$ cat src/rtl/tech_sff_pipe_pkg.sv
// Shared constants for the tech_sff register-chain cells: clock-edge selector codes
// and the clog2 helper that sizes the occupancy counter.
package tech_sff_pipe_pkg;

    localparam int TECH_SFF_EDGE_POS = 0;
    localparam int TECH_SFF_EDGE_NEG = 1;

    // Ceiling log2, with a minimum of 1 so a 1-deep pipe still gets a 1-bit counter.
    function automatic int clog2(input int value);
        int result;
        result = 0;
        while ((1 << result) < value) result++;
        return (result < 1) ? 1 : result;
    endfunction

endpackage

$ cat src/rtl/tech_sff_stage.sv
// One WIDTH-bit pipeline register plus its valid bit, on the clock edge chosen by CLK_NEG,
// with an asynchronous active-low reset that loads RESET_VAL and clears the valid bit.
module tech_sff_stage
    import tech_sff_pipe_pkg::*;
#(
    parameter int               WIDTH     = 8,
    parameter int               CLK_NEG   = TECH_SFF_EDGE_NEG,
    parameter logic [WIDTH-1:0] RESET_VAL = '1
) (
    input  logic             clk,
    input  logic             rst,
    input  logic             data_ld,
    input  logic [WIDTH-1:0] data_in,
    input  logic             vld_ld,
    input  logic             vld_in,
    input  logic             vld_clr,
    output logic [WIDTH-1:0] data,
    output logic             vld
);

    logic [WIDTH-1:0] data_d, data_q;
    logic             vld_d,  vld_q;

    // NOTE: every variable gets its hold value first, so no path through the block can infer a latch.
    always_comb begin
        data_d = data_q;
        vld_d  = vld_q;
        if (data_ld) data_d = data_in;
        if (vld_clr)     vld_d = 1'b0;
        else if (vld_ld) vld_d = vld_in;
    end

    generate
        if (CLK_NEG == TECH_SFF_EDGE_NEG) begin : g_neg
            // NOTE: sequential state uses <= so every stage samples its neighbour's pre-edge value.
            always_ff @(negedge clk or negedge rst) begin
                if (!rst) begin
                    data_q <= RESET_VAL;
                    vld_q  <= 1'b0;
                end else begin
                    data_q <= data_d;
                    vld_q  <= vld_d;
                end
            end
        end else begin : g_pos
            always_ff @(posedge clk or negedge rst) begin
                if (!rst) begin
                    data_q <= RESET_VAL;
                    vld_q  <= 1'b0;
                end else begin
                    data_q <= data_d;
                    vld_q  <= vld_d;
                end
            end
        end
    endgenerate

    assign data = data_q;
    assign vld  = vld_q;

endmodule

$ cat src/rtl/tech_sff_pipe.sv
// WIDTH x DEPTH preset/clear register chain with valid tracking and occupancy count.
// Define SFF_PIPE_SCAN_EN to add a serial scan chain through all data bits.
module tech_sff_pipe
    import tech_sff_pipe_pkg::*;
#(
    parameter int               WIDTH     = 8,
    parameter int               DEPTH     = 4,
    parameter int               CLK_NEG   = TECH_SFF_EDGE_NEG,
    parameter logic [WIDTH-1:0] RESET_VAL = '1
) (
    input  logic                          clk,
    input  logic                          rst,
    input  logic                          en,
    input  logic                          flush,
    input  logic                          in_vld,
    input  logic [WIDTH-1:0]              d,
    output logic [WIDTH-1:0]              q,
    output logic                          out_vld,
    output logic [clog2(DEPTH+1)-1:0]     occ
`ifdef SFF_PIPE_SCAN_EN
    ,
    input  logic                          scan_en,
    input  logic                          scan_in,
    output logic                          scan_out
`endif
);

    localparam int OCC_W = clog2(DEPTH + 1);

    logic [WIDTH-1:0] stage_data [DEPTH];
    logic [DEPTH-1:0] stage_vld;
    logic             scan_act;
    logic             scan_bit_in;
    logic             shift;
    logic [OCC_W-1:0] occ_d, occ_q;

`ifdef SFF_PIPE_SCAN_EN
    assign scan_act    = scan_en & ~flush;
    assign scan_bit_in = scan_in;
    assign scan_out    = stage_data[DEPTH-1][WIDTH-1];
`else
    assign scan_act    = 1'b0;
    assign scan_bit_in = 1'b0;
`endif

    assign shift = en & ~flush & ~scan_act;

    generate
        for (genvar k = 0; k < DEPTH; k++) begin : g_stage
            logic [WIDTH-1:0] prev_data;
            logic             prev_vld;
            logic             scan_prev;
            logic [WIDTH-1:0] scan_data;

            if (k == 0) begin : g_head
                assign prev_data = d;
                assign prev_vld  = in_vld;
                assign scan_prev = scan_bit_in;
            end else begin : g_body
                assign prev_data = stage_data[k-1];
                assign prev_vld  = stage_vld[k-1];
                assign scan_prev = stage_data[k-1][WIDTH-1];
            end

            // Scan enters at bit 0 and leaves at bit WIDTH-1 into the next stage.
            if (WIDTH == 1) begin : g_scan_w1
                assign scan_data = scan_prev;
            end else begin : g_scan_wn
                assign scan_data = {stage_data[k][WIDTH-2:0], scan_prev};
            end

            tech_sff_stage #(
                .WIDTH    (WIDTH),
                .CLK_NEG  (CLK_NEG),
                .RESET_VAL(RESET_VAL)
            ) u_stage (
                .clk    (clk),
                .rst    (rst),
                .data_ld(shift | scan_act),
                .data_in(scan_act ? scan_data : prev_data),
                .vld_ld (shift),
                .vld_in (prev_vld),
                .vld_clr(flush),
                .data   (stage_data[k]),
                .vld    (stage_vld[k])
            );
        end
    endgenerate

    // Modular add/subtract stays exact because the true result is always within 0..DEPTH.
    always_comb begin
        occ_d = occ_q;
        if (flush)      occ_d = '0;
        else if (shift) occ_d = occ_q + OCC_W'(in_vld) - OCC_W'(stage_vld[DEPTH-1]);
    end

    generate
        if (CLK_NEG == TECH_SFF_EDGE_NEG) begin : g_occ_neg
            // NOTE: the counter must be reset along with the stages, or occ would disagree with the valids.
            always_ff @(negedge clk or negedge rst) begin
                if (!rst) occ_q <= '0;
                else      occ_q <= occ_d;
            end
        end else begin : g_occ_pos
            always_ff @(posedge clk or negedge rst) begin
                if (!rst) occ_q <= '0;
                else      occ_q <= occ_d;
            end
        end
    endgenerate

    assign q       = stage_data[DEPTH-1];
    assign out_vld = stage_vld[DEPTH-1];
    assign occ     = occ_q;

endmodule
$ cat config.mk
export PLATFORM = sky130hd
export DESIGN_NAME = tech_sff_pipe
export DESIGN_NICKNAME = d
export VERILOG_FILES = /design/src/rtl/tech_sff_pipe_pkg.sv /design/src/rtl/tech_sff_stage.sv /design/src/rtl/tech_sff_pipe.sv
export SDC_FILE = /design/constraint.sdc
export NUM_CORES = 1
export LEC_CHECK = 0
export CAP_MARGIN = 10
export CELL_PAD_IN_SITES_DETAIL_PLACEMENT = 1
export CELL_PAD_IN_SITES_GLOBAL_PLACEMENT = 2
export CORE_MARGIN = 2
export CORE_UTILIZATION = 35
export CTS_BUF_LIST = sky130_fd_sc_hd__clkbuf_2
export DETAILED_ROUTE_END_ITERATION = 10
export PLACE_DENSITY_LB_ADDON = 0.1
export SLEW_MARGIN = 20
export SYNTH_ARGS = -nofsm -noshare
export SYNTH_HDL_FRONTEND = slang
export SYNTH_SLANG_ARGS = --single-unit
$ cat constraint.sdc
create_clock -name clk -period 2.35 [get_ports clk]
set_input_delay 0.47 -clock clk [delete_from_list [all_inputs] [get_ports clk]]
set_output_delay 0.47 -clock clk [all_outputs]
set_load 0.005 [all_outputs]
==> impl_metrics.py, run 1 <==
metrics = {
    "status": {
        "status": "finished, violations left",
        "violations": "negative setup slack",
    },
    "critical_path": {
        "arrival_ns": 2.26,
        "end_kind": "output pin",
        "path_cells": "buf_6",
        "critical_path_buf_inv_count": 1,
        "crit_family": "flip-flops",
        "worstSetupPathType": "flip-flop to output pin",
        "slowest_stage": "dfstp_2",
        "cp_max_fo": 2,
        "required_ns": 1.88,
        "start_kind": "flip-flop",
        "cp_slowest_stage_delay_ns": 0.54,
    },
    "placed_design": {
        "dp_slack_ns": -0.963,
        "hpwlAfterDp_mm": 1.91,
        "finalWeightedCongestion": 0.690,
        "port_buffers": 24,
    },
    "yosys": {
        "avgSynthCellArea_um2": 17.3,
        "synth_xor_area_share_pct": 0.495,
        "synthDistinctLibCells": 17,
        "ys_top_cells_by_area": "dfstp_2 48%, mux2_4 25%, dfrtn_1 9.9%",
        "yosys_warnings": 0,
        "synth_top_family_by_area": "multiplexers",
        "yosys.area_share.simple_pct": 2.62,
        "netlist_area_um2": 1770,
        "synth_nets": 118,
        "yosysTopAreaCell": "dfstp_2",
        "netlist_instances": 102,
        "ys_ff_latch": 39,
        "synth_compound_area_share_pct": 1.20,
        "synth_fa_ha_area_share_pct": 2.55,
        "synth_seq_area_share_pct": 57.4,
        "synth.top_cell.area_share_pct": 47.5,
        "muxShareOfSynthArea_pct": 29.6,
    },
    "sta": {
        "worst_slew_pin_slew_ns": 0.252,
        "maxSlewHeadroom_pct": 83.2,
        "finalSetupViolations": 19,
        "timing.final.ws_setup_ns": -0.378,
        "rsz0062_at_grt": "true",
        "hold_viol": 0,
        "finalSetupTns_ns": -3.95,
        "slew_violations": 0,
        "skew_ns": 0.0307,
    },
    "cts": {
        "clock_sinks": 39,
        "insertion_delay_ns": 0.46,
        "cts_tree": "built",
        "cts-buffers-inserted": 5,
        "clockRootBuffer": "clkbuf_2",
        "hold_buffers": 0,
        "cts_buffer_depth": 2,
        "cts.clk_slew.worst_paths_ns": 0.17,
        "htree_levels": 2,
    },
    "power": {
        "clockPowerShare_pct": 28.8,
        "power_density_nw_per_um2": 932,
        "p_sw_uw": 642,
        "p_leak_uw": 0.00123,
        "switching_share_pct": 28.4,
        "p_comb_share_pct": 24.6,
        "intPower_uw": 1620,
        "ir_worst_vdd_mv": 0.341,
        "p_seq_share_pct": 46.7,
    },
    "global_routing": {
        "grt_pass1_vias": 1180,
        "grt_start_max_net_pins": 40,
        "antenna_found_initial": 0,
        "grt_first_pass_wirelength_mm": 5.45,
        "grt_overflow_total": 0,
        "track_usage_pct": 13.0,
    },
    "die": {
        "die_w_um": 75.1,
        "start_util_pct": 37.0,
        "io_pins": 25,
        "fp.dieH_um": 75.1,
        "rows": 25,
        "dieArea_um2": 5640,
        "core_area_um2": 4790,
    },
    "drt": {
        "antenna_left": 0,
        "route.detailed.drc": 0,
        "routed_wl_mm": 3.24,
        "dr.pass1.iters": 4,
        "vias": 1035,
        "viasPerCell": 4.22,
        "drt-wirelength-per-cell_um": 13.2,
        "dr.first_iter.drc_count": 20,
    },
    "hold_path": {
        "min_path_type": "flip-flop to flip-flop",
    },
    "run": {
        "cap_viol_max_count": 0,
    },
    "final_layout": {
        "nets": 193,
        "drive_gt1_share_pct": 62.4,
        "syn_to_final_growth_pct": 37.1,
        "diodes": 0,
    },
}
## registers in the layout (all words and copies together), names as in the netlist
register and count:
g_stage.u_stage.data 32, occ 3, g_stage.u_stage.vld 4
## per-stage QoR
step	instance area (um2)	instances	power (uW)	util (%)	hold WS, ns
after floorplan	1800	102	1420	-	0.447
after global placement	2120	197	1630	44.2	0.466
after detailed placement	2120	197	1650	44.2	0.477
after CTS	2390	244	2280	49.9	0.488
after global routing	2430	245	2450	50.7	0.545
final	2430	245	2260	50.7	0.470
## cells by family (layout without fill, tap and decap cells)
family	Yosys count	after routing
flip-flops	39	39
AO/OA/AOI/OAI	3	3
adder cells (fa/ha/maj)	3	3
multiplexers	37	37
buffers and inverters	10	86
AND/OR/NAND/NOR	9	9
XOR/XNOR	1	1
## power by group through the flow
stage                     Combinational (uW)  Clock (uW)  Sequential (uW)
after CTS                                532         698             1050
after detailed placement                 510        85.8             1060
final                                    555         650             1060
after floorplan                          300        85.8             1040
after global routing                     597         772             1090
after global placement                   494        85.8             1050
## synthesized netlist by cell type
master	n
dfrtn_1	7
a31o_2	1
inv_1	4
mux2i_1	5
buf_6	3
fa_1	1
nand2b_1	1
dfstp_2	32
buf_12	3
ha_1	2
a21oi_1	1
a211oi_1	1
mux2_4	30
xor2_1	1
nor2_1	7
nor2b_4	1
mux2_2	2
## path summary, 6_finish.rpt
check	startpoint	endpoint	cells past startpoint	slack (ns)
setup / recovery	g_stage[3].u_stage.data[5]	q[5]	1	-0.38
hold / removal	g_stage[1].u_stage.vld	g_stage[2].u_stage.vld	2	0.47
setup reg to reg	occ[0]	occ[2]	10	0.32
hold reg to reg	g_stage[1].u_stage.vld	g_stage[2].u_stage.vld	2	0.47
max in group asynchronous	rst	g_stage[0].u_stage.data[1]	2	0.91
min in group asynchronous	rst	occ[0]	2	1.09
## cell type report
| type | instances | area (um2) |
|---|---|---|
| Fill cell | 506 | 2360 |
| Sequential cell | 39 | 1020 |
| Multi-Input combinational cell | 53 | 674 |
| Timing Repair Buffer | 43 | 448 |
| Clock inverter | 35 | 168 |
| Tap cell | 67 | 83.8 |
| Clock buffer | 5 | 25.0 |
| Inverter | 3 | 11.3 |
## routing by layer
metal  part of all wire (%)  global-route usage, %  vias up
li1                       -                      -      491
met1                     46                   16.6      520
met5                      0                      0        -
met4                   0.71                   4.37        0
met3                    5.1                   5.89        2
met2                     48                   19.6       22
## placed cells by master, fill, tap and decap left out, types with 2 or more instances in the layout
master            n
buf_12            2
buf_2             6
buf_4            13
buf_6             9
bufbuf_16         2
clkbuf_2          5
clkdlybuf4s50_1   8
dfrtn_1           7
dfstp_2          32
inv_1            34
mux2_4           32
mux2i_1           5
nor2_1            7
## timing repair
item                       CTS  global route
setup endpoints to repair   46            15
setup buffers                6             1
gates cloned                 2             0
resized for setup           62             5
pin swaps                    3             1
No activity file was read; power rests on OpenSTA's default activity.
==> run 2: changes to the inputs <==
Settings changed: CORE_UTILIZATION 35 to 25.
==> impl_metrics.py, run 2 (synthesized netlist as in run 1, its figures left out) <==
metrics = {
    "critical_path": {
        "arrival_ns": 2.24,
        "crit_family": "flip-flops",
        "reg2regPathDepth": 12,
        "end_kind": "output pin",
        "r2r_end": "occ[2]",
        "cp_max_fo": 2,
        "cp.depth": 1,
        "cp_slowest_stage_delay_ns": 0.53,
        "r2r-start": "occ[0]",
        "startpoint": "g_stage[3].u_stage.data[7]",
        "worstSetupPathType": "flip-flop to output pin",
        "slowest_stage": "dfstp_2",
        "critical_path_buf_inv_count": 1,
        "r2r_slack_ns": 0.11,
        "start_kind": "flip-flop",
        "path_cells": "buf_2",
        "crit_path_end": "q[7]",
        "required_ns": 1.88,
    },
    "power": {
        "power_density_nw_per_um2": 892,
        "p_seq_share_pct": 50.4,
        "intPower_uw": 1460,
        "switching_share_pct": 29.9,
        "ir_worst_vdd_mv": 0.244,
        "p_leak_uw": 0.00117,
        "p_sw_uw": 624,
        "p_comb_share_pct": 24.5,
        "clockPowerShare_pct": 25.1,
    },
    "final_layout": {
        "largest_reg_flops": 32,
        "finalNonFillerCells": 270,
        "fin_area_um2": 2340,
        "drive_gt1_share_pct": 60.3,
        "diodes": 0,
        "final_cell_mix": "35 x inv_1, 32 x mux2_4, 32 x dfstp_2",
        "nets": 189,
        "final_common_cell": "inv_1",
        "syn_to_final_growth_pct": 32.2,
        "fillers": 764,
    },
    "drt": {
        "vias": 1032,
        "drt-wirelength-per-cell_um": 12.1,
        "antenna_left": 0,
        "dr.first_iter.drc_count": 32,
        "viasPerCell": 3.82,
        "route.detailed.drc": 0,
        "routed_wl_mm": 3.26,
        "dr.pass1.iters": 4,
    },
    "cts": {
        "cts.clk_slew.worst_paths_ns": 0.15,
        "cts_tree": "built",
        "clockRootBuffer": "clkbuf_2",
        "cts_buffer_depth": 2,
        "htree_levels": 2,
        "insertion_delay_ns": 0.42,
        "clock_sinks": 39,
        "cts-buffers-inserted": 5,
    },
    "global_routing": {
        "grt_start_max_net_pins": 40,
        "gr-max-usage-layer": "met2",
        "antenna_found_initial": 0,
        "track_usage_pct": 9.67,
        "met1_usage_pct": 12.4,
        "grt_use_met2_pct": 12.7,
        "grt_pass1_vias": 1222,
        "gr-usage-met3_pct": 4.81,
        "grt_first_pass_wirelength_mm": 5.65,
        "grt_overflow_total": 0,
    },
    "hold_path": {
        "min_path_type": "flip-flop to flip-flop",
    },
    "die": {
        "core_area_um2": 6830,
        "dieArea_um2": 7770,
        "fp.dieH_um": 88.1,
        "die_w_um": 88.1,
        "io_pins": 25,
        "start_util_pct": 25.9,
        "rows": 30,
    },
    "sta": {
        "holdWs_ns": 0.482,
        "rsz0062_at_grt": "true",
        "hold_viol": 0,
        "timing.final.ws_setup_ns": -0.359,
        "maxSlewHeadroom_pct": 84.3,
        "finalSetupTns_ns": -3.63,
        "slew_violations": 0,
        "skew_ns": 0.0237,
        "worst_slew_pin_slew_ns": 0.236,
        "finalSetupViolations": 13,
    },
    "placed_design": {
        "hpwlAfterDp_mm": 2.01,
        "placedCellCount": 226,
        "port_buffers": 24,
        "postPlaceCellArea_um2": 2170,
        "finalWeightedCongestion": 0.682,
    },
    "run": {
        "cap_viol_max_count": 0,
    },
    "status": {
        "status": "finished, violations left",
        "violations": "negative setup slack",
    },
}
[run 2: layer usage]
layer | vias to the layer above | share of wire (%) | wire, um
met5 | - | 0 | 0
met4 | 0 | 1.3 | 42
met3 | 2 | 5.3 | 174
met2 | 26 | 44 | 1420
met1 | 522 | 50 | 1620
li1 | 482 | - | -
[run 2: worst min path at each step]
stage               depth (start not counted)  slack (ns)                    from                endpoint
floorplan                                   2        0.45  g_stage[0].u_stage.vld  g_stage[0].u_stage.vld
global placement                            2        0.47  g_stage[1].u_stage.vld  g_stage[2].u_stage.vld
detailed placement                          2        0.48  g_stage[1].u_stage.vld  g_stage[2].u_stage.vld
CTS                                         2        0.49  g_stage[1].u_stage.vld  g_stage[2].u_stage.vld
global route                                2        0.52  g_stage[0].u_stage.vld  g_stage[0].u_stage.vld
finish                                      2        0.48  g_stage[1].u_stage.vld  g_stage[2].u_stage.vld
[run 2: repair_timing]
item | CTS | global route
resized for setup | 58 | 4
pin swaps | 3 | 3
endpoints found under the setup margin | 49 | 13
buffers inserted | 4 | 1
hold buffers | 0 | 0
[run 2: power groups by stage]
stage / clock network (uW) / registers (uW) / logic (uW)
2_1_floorplan: 85.8 / 1040 / 300
3_3_place_gp: 85.8 / 1050 / 493
5_1_grt: 654 / 1080 / 553
4_1_cts: 576 / 1050 / 485
6_report: 524 / 1050 / 510
3_5_place_dp: 85.8 / 1060 / 500
[run 2: layout make-up]
type                       instances  area, um2  area share (%)
tap                               96        120            5.14
timing repair buffer              39        363            15.5
inverter                           3       11.3           0.482
multi-input combinational         53        667            28.5
sequential                        39       1020            43.4
clock buffer                       5       25.0            1.07
clock inverter                    35        136            5.83
[run 2: through the flow]
stage	util [%]	setup WS, ns	total power [uW]
6_report	34.2	-0.359	2090
5_1_grt	34.2	-0.473	2290
4_1_cts	33.8	-0.420	2110
3_5_place_dp	31.7	-0.989	1640
3_3_place_gp	31.7	-0.945	1630
2_1_floorplan	-	-0.364	1420
==> run 3: changes to the inputs <==
Settings changed: CORE_MARGIN 2 to not set, HOLD_SLACK_MARGIN set to 0.06.
==> impl_metrics.py, run 3 (synthesized netlist as in run 1, its figures left out) <==
metrics = {
    "final_layout": {
        "fillers": 759,
        "syn_to_final_growth_pct": 35.3,
        "largest_reg_flops": 32,
        "seq_area_um2": 1020,
        "final_cell_mix": "34 x inv_1, 32 x mux2_4, 32 x dfstp_2",
        "nets": 193,
        "multi_input_area_um2": 674,
        "drive_gt1_share_pct": 62.4,
        "final_common_cell": "inv_1",
        "diodes": 0,
        "finalNonFillerCells": 274,
    },
    "power": {
        "ir_worst_vdd_mv": 0.267,
        "switching_share_pct": 30.4,
        "p_seq_share_pct": 49.8,
        "total_power_uw": 2090,
        "clockPowerShare_pct": 26.5,
        "power_density_nw_per_um2": 874,
        "p_sw_uw": 636,
        "p_comb_share_pct": 23.7,
        "intPower_uw": 1460,
        "p_leak_uw": 0.00121,
    },
    "sta": {
        "slew_violations": 0,
        "hold_viol": 0,
        "maxSlewHeadroom_pct": 82.2,
        "skew_ns": 0.0383,
        "finalSetupViolations": 13,
        "worst_slew_pin_slew_ns": 0.267,
        "timing.final.ws_setup_ns": -0.415,
        "holdWs_ns": 0.488,
        "rsz0062_at_grt": "true",
        "finalSetupTns_ns": -4.00,
    },
    "critical_path": {
        "slowest_stage": "dfstp_2",
        "cp.depth": 1,
        "reg2regPathDepth": 12,
        "path_cells": "buf_2",
        "worstSetupPathType": "flip-flop to output pin",
        "end_kind": "output pin",
        "arrival_ns": 2.29,
        "cp_slowest_stage_delay_ns": 0.54,
        "cp_max_fo": 2,
        "crit_family": "flip-flops",
        "critical_path_buf_inv_count": 1,
        "required_ns": 1.88,
        "start_kind": "flip-flop",
    },
    "hold_path": {
        "min_path_type": "flip-flop to flip-flop",
        "worstHoldPathCells": 2,
    },
    "drt": {
        "routed_wl_mm": 3.43,
        "route.detailed.drc": 0,
        "dr.first_iter.drc_count": 38,
        "dr.pass1.iters": 4,
        "viasPerCell": 3.96,
        "drt-wirelength-per-cell_um": 12.5,
        "vias": 1085,
        "antenna_left": 0,
    },
    "cts": {
        "cts.clk_slew.worst_paths_ns": 0.14,
        "clockRootBuffer": "clkbuf_2",
        "cts-buffers-inserted": 5,
        "hold_buffers": 0,
        "htree_levels": 2,
        "clock_sinks": 39,
        "cts_tree": "built",
        "insertion_delay_ns": 0.47,
        "cts_buffer_depth": 2,
    },
    "placed_design": {
        "dp_slack_ns": -1.00,
        "hpwlAfterDp_mm": 2.06,
        "port_buffers": 24,
        "placedCellCount": 225,
        "finalWeightedCongestion": 0.717,
    },
    "global_routing": {
        "grt_overflow_total": 0,
        "grt_start_max_net_pins": 40,
        "antenna_found_initial": 0,
        "track_usage_pct": 10.8,
        "grt_first_pass_wirelength_mm": 5.84,
        "grt_pass1_vias": 1232,
    },
    "status": {
        "status": "finished, violations left",
        "violations": "negative setup slack",
    },
    "die": {
        "rows": 30,
        "fp.dieH_um": 86.1,
        "core_area_um2": 6830,
        "io_pins": 25,
        "start_util_pct": 25.9,
        "dieArea_um2": 7420,
        "die_w_um": 86.1,
    },
    "run": {
        "cap_viol_max_count": 0,
    },
}
## run 3: cell types whose count changed in the layout (fill, tap and decap cells not counted), sizes merged
cell,delta
inv,+2
bufbuf,+2
clkinvlp,-2
buf,+2
## run 3: worst paths after layout
check,startpoint,to,slack (ns)
hold / removal,g_stage[1].u_stage.vld,g_stage[1].u_stage.vld,0.49
hold reg to reg,g_stage[1].u_stage.vld,g_stage[1].u_stage.vld,0.49
setup / recovery,g_stage[3].u_stage.data[6],q[6],-0.41
max in group asynchronous,rst,g_stage[0].u_stage.data[7],0.91
min in group asynchronous,rst,occ[1],1.11
setup reg to reg,occ[0],occ[2],0.17
## run 3: routing by layer
metal,up-vias,wire [um],global-route usage (%)
met5,-,0,0
met4,0,88,9.09
met3,7,139,5.00
met2,26,1630,14.6
met1,560,1570,13.0
li1,492,-,-
## run 3: through the flow
| stage | util (%) | area [um2] |
|---|---|---|
| final | 35.0 | 2390 |
| after detailed placement | 31.4 | 2150 |
| after floorplan | - | 1800 |
| after CTS | 34.8 | 2380 |
| after global routing | 35.0 | 2390 |
| after global placement | 31.4 | 2150 |
## run 3: repair_timing
action / 4_1_cts / 5_1_grt
setup endpoints to repair: 47 / 13
setup buffers: 7 / 1
gates cloned: 2 / 0
pin swaps: 4 / 1
resized for setup: 58 / 1
## run 3: area by class of cell
type | count | share of cell area [%]
Tap cell | 96 | 5.02
Multi-Input combinational cell | 53 | 28.2
Sequential cell | 39 | 42.4
Clock inverter | 35 | 5.91
Inverter | 3 | 0.470
Timing Repair Buffer | 43 | 16.9
Clock buffer | 5 | 1.05
## run 3: power by group through the flow
stage                     clock network (uW)  registers [uW]  logic (uW)
after global placement                  85.8            1050         485
after detailed placement                85.8            1060         496
final                                    554            1040         496
after CTS                                603            1040         498
after global routing                     664            1070         542
after floorplan                         85.8            1040         300
